### src/rtl/binary_to_bcd_seq.sv
// Sequential double-dabble binary-to-BCD converter. It takes one input bit per clock, MSB first,
// and saturates the result to all nines when the value does not fit in DIGITS digits.
//
// state | meaning
// IDLE  | waiting for a request; in_rdy=1
// CONV  | one double-dabble step per clock; cnt_q holds the bits still to process
// DONE  | result presented on bcd/ovf until out_rdy
module binary_to_bcd_seq #(
  parameter int WIDTH  = 5,
  parameter int DIGITS = 2
) (
  input  logic                  clk,
  input  logic                  rst_n,
  input  logic                  in_val,
  output logic                  in_rdy,
  input  logic [WIDTH-1:0]      in,
  output logic                  out_val,
  input  logic                  out_rdy,
  output logic [4*DIGITS-1:0]   bcd,
  output logic                  ovf
);

  localparam int CW = $clog2(WIDTH + 1);
  localparam int AW = 4 * DIGITS;

  typedef enum logic [1:0] {IDLE, CONV, DONE} state_t;

  state_t          state_q, state_d;
  logic [AW-1:0]   acc_q, acc_d, adj;
  logic [WIDTH-1:0] sh_q, sh_d;
  logic [CW-1:0]   cnt_q, cnt_d;
  logic            ovf_q, ovf_d;

  // Add-3 correction on every digit >= 5 before the shift.
  always_comb begin
    adj = acc_q;
    for (int k = 0; k < DIGITS; k++) begin
      if (acc_q[4*k +: 4] >= 4'd5) adj[4*k +: 4] = acc_q[4*k +: 4] + 4'd3;
    end
  end

  always_comb begin
    state_d = state_q;
    acc_d   = acc_q;
    sh_d    = sh_q;
    cnt_d   = cnt_q;
    ovf_d   = ovf_q;
    case (state_q)
      IDLE: begin
        if (in_val) begin
          state_d = CONV;
          acc_d   = '0;
          sh_d    = in;
          cnt_d   = CW'(WIDTH);
          ovf_d   = 1'b0;
        end
      end
      CONV: begin
        // The bit leaving the top digit marks a value that does not fit.
        acc_d = {adj[AW-2:0], sh_q[WIDTH-1]};
        ovf_d = ovf_q | adj[AW-1];
        sh_d  = sh_q << 1;
        cnt_d = cnt_q - CW'(1);
        if (cnt_q == CW'(1)) state_d = DONE;
      end
      DONE: begin
        if (out_rdy) state_d = IDLE;
      end
      default: state_d = IDLE;
    endcase
  end

  always_ff @(posedge clk) begin
    if (!rst_n) begin
      state_q <= IDLE;
      acc_q   <= '0;
      sh_q    <= '0;
      cnt_q   <= '0;
      ovf_q   <= 1'b0;
    end else begin
      state_q <= state_d;
      acc_q   <= acc_d;
      sh_q    <= sh_d;
      cnt_q   <= cnt_d;
      ovf_q   <= ovf_d;
    end
  end

  assign in_rdy  = (state_q == IDLE);
  assign out_val = (state_q == DONE);
  assign ovf     = (state_q == DONE) && ovf_q;
  assign bcd     = (state_q != DONE) ? '0 :
                   ovf_q             ? {DIGITS{4'h9}} : acc_q;

endmodule

### config.mk
export PLATFORM = sky130hd
export DESIGN_NAME = binary_to_bcd_seq
export DESIGN_NICKNAME = d
export VERILOG_FILES = /design/src/rtl/binary_to_bcd_seq.sv
export SDC_FILE = /design/constraint.sdc
export NUM_CORES = 1
export LEC_CHECK = 0
export ABC_AREA = 1
export CORE_MARGIN = 8
export CORE_UTILIZATION = 45
export DETAILED_ROUTE_END_ITERATION = 6
export MAX_ROUTING_LAYER = met4
export PLACE_DENSITY = 0.84
export SLEW_MARGIN = 25
export SYNTH_ARGS = -nofsm -noshare
export SYNTH_HDL_FRONTEND = slang
export SYNTH_SLANG_ARGS = --single-unit
### constraint.sdc
create_clock -name clk -period 1.1 [get_ports clk]
set_input_delay 0.165 -clock clk [delete_from_list [all_inputs] [get_ports clk]]
set_output_delay 0.165 -clock clk [all_outputs]
set_load 0.05 [all_outputs]
Word level (Yosys, flattened, before mapping)

Cells that the tools add are included.

Register bits: 19
Output and inout port bits: 11

$lt $le $gt $ge: 2
Muxes and demuxes: 16
Eq/ne operators: 7
Bitwise logic cells: 1
$add $sub $neg: 3
Reductions and logical operators: 5

Operators by type and width:

| kind                | count |
|---|---|
| $mux 8              | 3 |
| $pmux 8 s2          | 1 |
| $pmux 5 s2          | 1 |
| $add 4x2->4 const B | 2 |
| $ge 4x3->1 const B  | 2 |
| $mux 4              | 2 |
| $mux 2              | 3 |
| $ne 2x2->1 const B  | 3 |
| $pmux 2 s3          | 1 |
| $pmux 3 s2          | 1 |
| $mux 5              | 1 |
| $eq 3x1->1 const B  | 1 |
| $mux 3              | 1 |
| $reduce_and 3->1    | 1 |
| $sub 3x1->3 const B | 1 |
| $eq 2x1->1 const B  | 1 |
| $eq 2x2->1 const B  | 1 |
| $logic_not 2->1     | 1 |
| $ne 2x1->1 const B  | 1 |
| $pmux 1 s2          | 1 |
| $reduce_and 2->1    | 1 |
| $reduce_bool 2->1   | 1 |
| $logic_and 1x1->1   | 1 |
| $mux 1              | 1 |
| $or 1x1->1          | 1 |

Depth between registers and ports, before layout

Gate-level depths: netlist (run 1).

Depth in word-level cells: 4
Mapped depth: 9
Gate-level depth less buffers: 9

Worst setup path before layout (run 1)

Ideal clock, no wire load.

Kind: register -> output
Start point: reg state_q[1]
End point: out bcd[0]
Path buffers: 0
Arrival: 2.132 ns
Slack: -1.197 ns
Stages on the path, launching flop included: 5
Data required time: 0.935 ns
Path through: dfxtp_1 inv_1 nor2_1 inv_2 a21oi_1

Cells in the longest elaborated chain, start to end: 2

Ends and longest elaborated chain:

| what                   | RTL line | source |
|---|---|---|
| start, declared        | 28       | `state_t state_q, state_d;` |
| start signal, assigned | 81       | `state_q <= state_d;` |
| $ne 2x2->1             | 92       | `assign bcd = (state_q != DONE) ? '0 :` |
| $mux 8                 | 92       |  |
| end, declared          | 19       | `output logic [4*DIGITS-1:0] bcd,` |

Every way passes these cells.

Worst setup path after layout (run 1)

Same ends and word-level chain as after synthesis.

==> results of run 1 <==
## worst min path at each step
stage                     slack, ns  startpoint        to
after floorplan                0.26       rst_n   sh_q[2]
after global placement         0.45       ovf_q     ovf_q
after detailed placement       0.45     sh_q[4]  acc_q[0]
after CTS                      0.43       in[1]   sh_q[1]
after global routing           0.44       in[0]   sh_q[0]
final                          0.43       in[0]   sh_q[0]
## per-stage QoR
| stage | TNS [ns] | utilization, % | setup WS [ns] | total power, mW |
|---|---|---|---|---|
| 3_5_place_dp | -2.36 | 74.9 | -0.191 | 1.07 |
| 2_1_floorplan | -4.08 | - | -0.297 | 0.919 |
| 5_1_grt | -9.80 | 91.4 | -0.459 | 1.70 |
| 3_3_place_gp | -1.42 | 74.9 | -0.149 | 1.06 |
| 4_1_cts | -6.18 | 85.4 | -0.403 | 1.53 |
| 6_report | -8.58 | 91.4 | -0.430 | 1.66 |
## tightest hold or removal path, cell delays in order
cell and delay, ns:
clkdlybuf4s50_1 0.43, nand3_2 0.08, a21oi_1 0.06
## cells in the final DEF (no fill, tap or decap), drive strengths merged
master,Yosys,layout
nand3,16,16
nor2,18,18
nand2,43,43
dfxtp,19,19
clkdlybuf4s50,0,8
a21oi,16,16
o21ai,6,6
or2,1,1
a31oi,3,3
inv,23,23
clkinv,0,1
a22oi,1,1
nand4,4,4
buf,3,47
clkbuf,0,3
ha,6,6
## what timing repair did
action / in CTS / in global routing
setup endpoints to repair: 29 / 30
gates resized for setup: 32 / 34
cloned: 0 / 0
setup buffers: 11 / 5
pin swaps: 23 / 14
hold buffers: 0 / 0
## layout make-up
cell class | instances | area (sq um) | area share [%]
Multi-Input combinational cell | 114 | 851 | 42.1
Timing Repair Buffer | 55 | 623 | 30.8
Sequential cell | 19 | 392 | 19.4
Inverter | 23 | 93.8 | 4.64
Tap cell | 28 | 35.0 | 1.73
Clock buffer | 3 | 22.5 | 1.11
Clock inverter | 1 | 5.00 | 0.248
## layer usage
layer / vias up / global-route usage, % / part of all wire, %
met4: 0 / 13.1 / 3.3
met2: 80 / 33.5 / 50
met1: 664 / 20.2 / 40
li1: 621 / - / -
met5: - / - / 0
met3: 22 / 3.66 / 6.3
## logic make-up (layout without fill, tap and decap cells)
| group | after synthesis | after routing | synth area share [%] |
|---|---|---|---|
| buf+inv | 26 | 82 | 10.0 |
| fa+ha+maj | 6 | 6 | 7.16 |
| simple gates | 82 | 82 | 33.2 |
| flops | 19 | 19 | 36.3 |
| compound gates | 26 | 26 | 13.4 |
## registers in the layout, summed over array words and instances, names as in the netlist
register and cells:
state_q 2, sh_q 5, ovf_q 1, acc_q 8, cnt_q 3
## power groups by stage
stage	Combinational, mW	Sequential, mW	Clock [mW]
floorplan	0.166	0.753	0
global placement	0.303	0.755	0
detailed placement	0.314	0.758	0
CTS	0.415	0.740	0.374
global route	0.536	0.749	0.417
finish	0.511	0.747	0.398
==> flow_summary.yaml, run 1 <==
critical_path:
  r2r_end: "acc_q[3]"
  max_stage_delay_ns: 0.39
  ff2ff_setup_slack_ns: -0.29
  critPathTopFamily: "flip-flops"
  critical_path_cell_count: 5
  path_class: "reg -> out"
  r2r-start: "state_q[1]"
  startpoint_type: "register"
  endpoint: "bcd[0]"
  ff2ff_path_depth: 6
  crit_start: "state_q[1]"
  cp_num_buf_inv: 3
  crit_path_end_kind: "output port"
  cp_data_required_time_ns: 0.94
  crit_chain: "inv_4 -> nor2_4 -> inv_6 -> a21oi_4 -> buf_12"
  crit_slowest_cell: "dfxtp_4"
  worstPathMaxFanout: 6
  arrival_ns: 1.36
floorplanning:
  io_pins: 20
  rows: 17
  dieWidth_um: 64.3
  coreArea_sq_mm: 0.00221
  die-height_um: 64.3
  die_area_sq_mm: 0.00413
  initial_utilization_pct: 47.4
timing:
  setup_ws_ns: -0.430
  period_minus_slack_ns: 1.53
  fmax_mhz: 654
  tightest_slew_ns: 0.301
  grt_setup_unrepaired: "true"
  fin_skew_ns: 0.0171
  final_hold_viol_count: 0
  hold-worst-slack_ns: 0.429
  drv_slew: 0
  setup_viol: 30
  max-slew-margin-rel_pct: 79.9
  fin_crit_sh_pct: 139
power_and_ir_drop:
  power_leakage_nw: 0.838
  power_density_mw_per_mm2: 819
  internal_power_mw: 1.10
  power.share.switching_pct: 33.6
  power_switching_mw: 0.557
  p_comb_share_pct: 30.9
  ir_drop_mv: 0.978
  power_frac_seq_pct: 45.1
  pwr-share-clk_pct: 24.0
detailed_routing:
  viasPerCell: 5.71
  dr.first_iter.drc_count: 113
  drc: 0
  ant_nets: 0
  num_vias: 1387
  post_drt_wl_per_cell_um: 19.6
  drt-total-wl_um: 4750
  dr.pass1.iters: 4
synthesis:
  yosys-top-cells-count: "nand2_1, inv_1, dfxtp_1"
  yosysTopAreaCell: "dfxtp_1"
  synth_edf_count: 0
  postSynthAreaPerCell_sq_um: 6.59
  async_reset_ff_share_pct: 0
  synth_cells: 159
  synth.area.top_cells: "dfxtp_1, nand2_1, a21oi_1, nand3_1, ha_1"
  ys_seq_area_share_pct: 36.3
  synth_nets: 174
  yosysUniqueCellTypes: 17
  synth_top_area_share_pct: 36.3
  synth.most_common_cell: "nand2_1"
  netlist_area_sq_mm: 0.00105
  synth-seq-cells: 19
  ys_warn_count: 0
  synthFlopType: "dfxtp_1"
status:
  violations: "setup timing"
  status: "finished with violations"
worst_hold_path:
  min_delay_path_depth: 3
  hold_path.class: "in -> reg"
cells_and_area:
  final_net_count: 231
  drive_gt1_share_pct: 53.0
  fin_cells: 243
  num-fill-cells: 79
  antenna_cells: 0
  syn2layout_area_growth_pct: 92.8
  finish.instance_area_sq_mm: 0.00202
global_routing:
  grt_overflow_total: 0
  antenna_found_initial: 0
  gr-usage-all-layers_pct: 19.7
  grt_pass1_vias: 1437
  grt_pass1_wl_um: 6410
  grt_max_degree: 12
clock_network:
  cts.clk_slew.worst_paths_ns: 0.13
  numCtsBuffers: 3
  clock_sinks: 19
  ctsHtreeMaxLevel: 1
  clock_path_buffers: 2
  cts_tree: "done"
  worstSkewPairLatency_ns: 0.33
  cts_root_buf: "clkbuf_4"
placement:
  placed_area_sq_mm: 0.00166
  place_inst: 226
  io_buffers: 19
  dp_hpwl_um: 2340
  gp_congestion: 0.862
job:
  cap_violations: 0
No activity file was read; power rests on OpenSTA's default activity.
==> run 2, diff against run 1 <==
- CORE_UTILIZATION: 45 -> 50
- PLACE_DENSITY: 0.84 -> 0.88
- clock period: 1.1 -> 1.44 ns (I/O delays scaled with it)
==> run 2 against run 1 <==
The flow still finishes with violations (setup timing); register-to-register slack improved by 0.32 ns; combinational power fell by 55%; total power fell by 36%; via count fell by 13%; hold slack improved by 0.045 ns; routed wire length fell by 37%; sequential share of layout area rose by 4.6 points; flip-flop and latch count did not move; global-route usage fell by 2.7 points; first-iteration DRC count fell by 75%; clock power fell by 33%; largest cell class unchanged; highest routed layer unchanged.
==> flow_summary.yaml, run 2 (synthesis results as in run 1) <==
status:
  status: "finished with violations"
  violations: "setup timing"
placement:
  gp_congestion: 0.877
  dp_hpwl_um: 2250
  io_buffers: 19
  pre_cts_slack_ns: 0.0724
  placed_area_sq_mm: 0.00153
cells_and_area:
  antenna_cells: 0
  final_net_count: 208
  reg.largest.list: "acc_q x8, sh_q x5, cnt_q x3"
  largest_reg_flops: 8
  syn2layout_area_growth_pct: 53.8
  finish.instance_area_sq_mm: 0.00161
  final_cell_mix: "nand2_1, inv_1, dfxtp_1"
  final_common_cell: "nand2_1"
  top_register: "acc_q"
  num-fill-cells: 138
  multi_input_area_sq_um: 663
  drive_gt1_share_pct: 27.6
  seqCellArea_sq_um: 387
critical_path:
  r2r_end: "acc_q[2]"
  max_stage_delay_ns: 0.39
  arrival_ns: 1.28
  crit_top_cell: "inv_4"
  r2r-start: "acc_q[0]"
  crit_path_end_kind: "output port"
  ff2ff_setup_slack_ns: 0.03
  worstPathMaxFanout: 6
  ff2ff_path_depth: 8
  crit_chain: "inv_4 -> nor2_4 -> inv_4 -> a21oi_4 -> buf_12"
  cp_data_required_time_ns: 1.22
  crit_slowest_cell: "dfxtp_4"
  startpoint_type: "register"
  path_class: "reg -> out"
timing:
  fin_crit_sh_pct: 104
  hold-worst-slack_ns: 0.474
  final_hold_viol_count: 0
  fin_skew_ns: 0.00698
  period_minus_slack_ns: 1.49
  setup_ws_ns: -0.0546
  max-slew-margin-rel_pct: 75.7
  drv_slew: 0
  fmax_mhz: 669
  tightest_slew_ns: 0.364
  setup_viol: 10
  grt_setup_unrepaired: "true"
global_routing:
  grt_pass1_wl_um: 4840
  grt_max_degree: 16
  antenna_found_initial: 0
  grt_overflow_total: 0
  grt_pass1_vias: 1186
  gr-usage-all-layers_pct: 17.0
detailed_routing:
  ant_nets: 0
  dr.pass1.iters: 4
  drc: 0
  post_drt_wl_per_cell_um: 13.8
  drt-total-wl_um: 3020
  viasPerCell: 5.48
  dr.first_iter.drc_count: 28
  num_vias: 1201
clock_network:
  ctsHtreeMaxLevel: 1
  worstSkewPairLatency_ns: 0.30
  clock_path_buffers: 2
  cts_tree: "done"
  clock_sinks: 19
  numCtsBuffers: 3
  hold_buffers: 0
  cts_root_buf: "clkbuf_4"
  cts.clk_slew.worst_paths_ns: 0.10
worst_hold_path:
  min_delay_path_depth: 2
  hold_path.class: "reg -> reg"
  worstHoldEndpoint: "acc_q[0]"
  min_from: "sh_q[4]"
floorplanning:
  die-height_um: 61.8
  coreArea_sq_mm: 0.00196
  dieWidth_um: 61.8
  die_area_sq_mm: 0.00382
  initial_utilization_pct: 53.4
  rows: 16
  io_pins: 20
job:
  cap_violations: 0
power_and_ir_drop:
  power_density_mw_per_mm2: 658
  ir_drop_mv: 0.759
  total_power_mw: 1.06
  power_leakage_nw: 0.667
[run 2: changes by cell type in the layout (fill, tap and decap cells not counted), sizes merged]
cell  previous run  this run
buf             47        24
[run 2: metal layers]
layer / wire (um) / vias up / global-route usage, %
met5: 0 / - / -
met4: 92 / 0 / 6.82
met3: 155 / 12 / 2.88
met2: 1540 / 37 / 32.3
met1: 1230 / 572 / 16.7
li1: - / 580 / -
[run 2: power breakdown]
part / internal (mW) / total (mW) / switching (mW)
clock: 0.104 / 0.265 / 0.161
sequential: 0.549 / 0.568 / 0.0182
combinational: 0.0987 / 0.229 / 0.130
[run 2: per-stage QoR]
stage                     cells  util [%]  setup TNS [ns]
final                       219      82.2          -0.417
after global routing        219      82.2           -1.14
after CTS                   217      81.1          -0.391
after detailed placement    210      78.1               0
after global placement      210      78.1               0
after floorplan             159         -          -0.236
[run 2: worst max-delay path, delay by kind of cell (launching register included)]
family / cells / cell delay, ns
AOI/OAI and AO/OA: 1 / 0.15
buffers and inverters: 3 / 0.29
and+or+nand+nor: 1 / 0.15
DFF: 1 / 0.39
[run 2: timing repair]
item                       CTS  global route
resized for setup            3             4
hold endpoints to repair     0             0
gates cloned                 0             0
pin swaps                    3             0
setup endpoints to repair    9            15
buffers inserted             3             2
[run 2: worst max-delay path by stage]
stage	from	depth (start not counted)	slack [ns]	endpoint
floorplan	state_q[1]	4	-0.13	bcd[0]
global placement	in_val	7	0.13	sh_q[4]
detailed placement	in_val	5	0.07	acc_q[6]
CTS	state_q[1]	5	-0.05	bcd[4]
global route	state_q[1]	5	-0.12	bcd[4]
finish	state_q[1]	5	-0.05	bcd[0]
[run 2: cell type report]
cell class | count | share of cell area (%)
tap | 27 | 2.09
clock inverter | 1 | 0.310
timing repair buffer | 32 | 25.4
sequential | 19 | 24.0
clock buffer | 3 | 1.40
multi-input combinational | 114 | 41.1
inverter | 23 | 5.66
==> run 3, diff against run 2 <==
- CORE_MARGIN: 8 -> unset
==> run 3 against run 2 <==
The flow still finishes with violations (setup timing); register-to-register slack improved by 0.05 ns; critical endpoint is now bcd[4]; via count decreased by 4.6%; setup slack got worse by 0.037 ns; fmax decreased by 2.4%; total power decreased by 0.14%; sequential power decreased by 0.7%; highest routed layer unchanged; first-iteration DRC count increased by 29%; sequential share of layout area increased by 0.14 points; cell count unchanged; global-route usage increased by 10 points; core utilization increased by 0.064 points.
==> flow_summary.yaml, run 3 (synthesis results as in run 1) <==
status:
  status: "finished with violations"
  violations: "setup timing"
critical_path:
  path_class: "reg -> out"
  arrival_ns: 1.32
  crit_slowest_cell: "dfxtp_4"
  crit_chain: "inv_4 -> nor2_4 -> inv_6 -> a21oi_4 -> buf_12"
  cp_data_required_time_ns: 1.22
  worstPathMaxFanout: 6
  max_stage_delay_ns: 0.37
  crit_path_end_kind: "output port"
  startpoint_type: "register"
clock_network:
  cts.clk_slew.worst_paths_ns: 0.10
  cts_tree: "done"
  hold_buffers: 0
  numCtsBuffers: 3
  worstSkewPairLatency_ns: 0.30
  clock_path_buffers: 2
  ctsHtreeMaxLevel: 1
  cts_root_buf: "clkbuf_4"
  clock_sinks: 19
floorplanning:
  dieWidth_um: 47.8
  io_pins: 20
  coreArea_sq_mm: 0.00196
  rows: 16
  die_area_sq_mm: 0.00228
  die-height_um: 47.8
  initial_utilization_pct: 53.4
placement:
  gp_congestion: 0.932
  pre_cts_slack_ns: 0.0700
  io_buffers: 19
  dp_hpwl_um: 2020
  placed_area_sq_mm: 0.00152
  place_inst: 210
timing:
  final.setup.tns_ns: -0.746
  grt_setup_unrepaired: "true"
  final_hold_viol_count: 0
  setup_ws_ns: -0.0918
  fin_skew_ns: 0.000453
  period_minus_slack_ns: 1.53
  drv_slew: 0
  max-slew-margin-rel_pct: 81.4
  tightest_slew_ns: 0.278
  fin_crit_sh_pct: 106
  fmax_mhz: 653
  setup_viol: 10
power_and_ir_drop:
  ir_drop_mv: 0.644
  internal_power_mw: 0.756
  power_switching_mw: 0.303
  pwr-share-clk_pct: 25.0
  p_comb_share_pct: 21.8
  power.share.switching_pct: 28.6
  power_density_mw_per_mm2: 657
  power_frac_seq_pct: 53.2
  power_leakage_nw: 0.664
detailed_routing:
  wl_met3_um: 127
  ant_nets: 0
  highest_layer: "met4"
  drt-total-wl_um: 2730
  drc: 0
  post_drt_wl_per_cell_um: 12.5
  dr.first_iter.drc_count: 36
  wl_met2_um: 1470
  num_vias: 1146
  dr.pass1.iters: 4
  drt-met1-wl_um: 1110
  viasPerCell: 5.23
cells_and_area:
  fin_cells: 219
  final_common_cell: "nand2_1"
  reg.largest.list: "acc_q x8, sh_q x5, cnt_q x3"
  finish.instance_area_sq_mm: 0.00161
  drive_gt1_share_pct: 27.6
  antenna_cells: 0
  largest_reg_flops: 8
  final_util_pct: 82.3
  final_net_count: 208
  top_register: "acc_q"
  num-fill-cells: 121
  final_cell_mix: "nand2_1, dfxtp_1, inv_1, nand3_1, buf_4"
  syn2layout_area_growth_pct: 53.9
global_routing:
  antenna_found_initial: 0
  grt_max_degree: 16
  gr-usage-all-layers_pct: 27.4
  grt_overflow_total: 0
  grt_pass1_vias: 998
  grt_pass1_wl_um: 4180
job:
  cap_violations: 0
worst_hold_path:
  hold_path.class: "reg -> reg"
run 3: cell types whose count changed in the layout (fill, tap and decap cells not counted), sizes merged:
| cell | delta |
|---|---|
| clkbuf | +1 |
| clkinv | -1 |
run 3: stage by stage:
step,hold WS (ns),total power [mW]
global placement,0.451,0.779
detailed placement,0.461,0.786
CTS,0.477,1.05
floorplan,0.314,0.701
finish,0.479,1.06
global route,0.493,1.11
run 3: worst paths after layout:
| path | startpoint | endpoint | slack (ns) | cells after the start |
|---|---|---|---|---|
| max | state_q[1] | bcd[4] | -0.09 | 5 |
| min | sh_q[4] | acc_q[0] | 0.48 | 2 |
| max reg2reg | state_q[0] | sh_q[1] | 0.08 | 6 |
| min reg2reg | sh_q[4] | acc_q[0] | 0.48 | 2 |
run 3: worst max-delay path, delay by kind of cell, from the launching register on:
kind / cells / cell delay (ns)
AND/OR/NAND/NOR: 1 / 0.19
flip-flops: 1 / 0.37
buffers and inverters: 3 / 0.28
AO/OA/AOI/OAI: 1 / 0.16
run 3: power groups by stage:
| stage | Clock [mW] | Combinational [mW] | Sequential (mW) |
|---|---|---|---|
| global route | 0.290 | 0.254 | 0.567 |
| floorplan | 0 | 0.126 | 0.575 |
| finish | 0.265 | 0.231 | 0.564 |
| global placement | 0 | 0.201 | 0.578 |
| detailed placement | 0 | 0.208 | 0.578 |
| CTS | 0.262 | 0.225 | 0.563 |
run 3: repair_timing:
| item | CTS | global route |
|---|---|---|
| resized for setup | 5 | 7 |
| endpoints found under the hold margin | 0 | 0 |
| setup endpoints to repair | 9 | 13 |
| buffers inserted | 4 | 1 |
| pin swaps | 3 | 1 |
run 3: area by class of cell:
class / instances / area [sq um] / area share, %
clock buffers: 4 / 26.3 / 1.63
inverters: 23 / 93.8 / 5.81
multi-input cells: 114 / 673 / 41.7
flip-flops and latches: 19 / 389 / 24.1
well taps: 27 / 33.8 / 2.09
repair buffers: 32 / 398 / 24.7
run 3: per-layer routing:
metal	track usage (%)	vias to the layer above
met1	29.9	515
met5	-	-
li1	-	583
met4	10.6	0
met3	2.64	4
met2	50.5	44
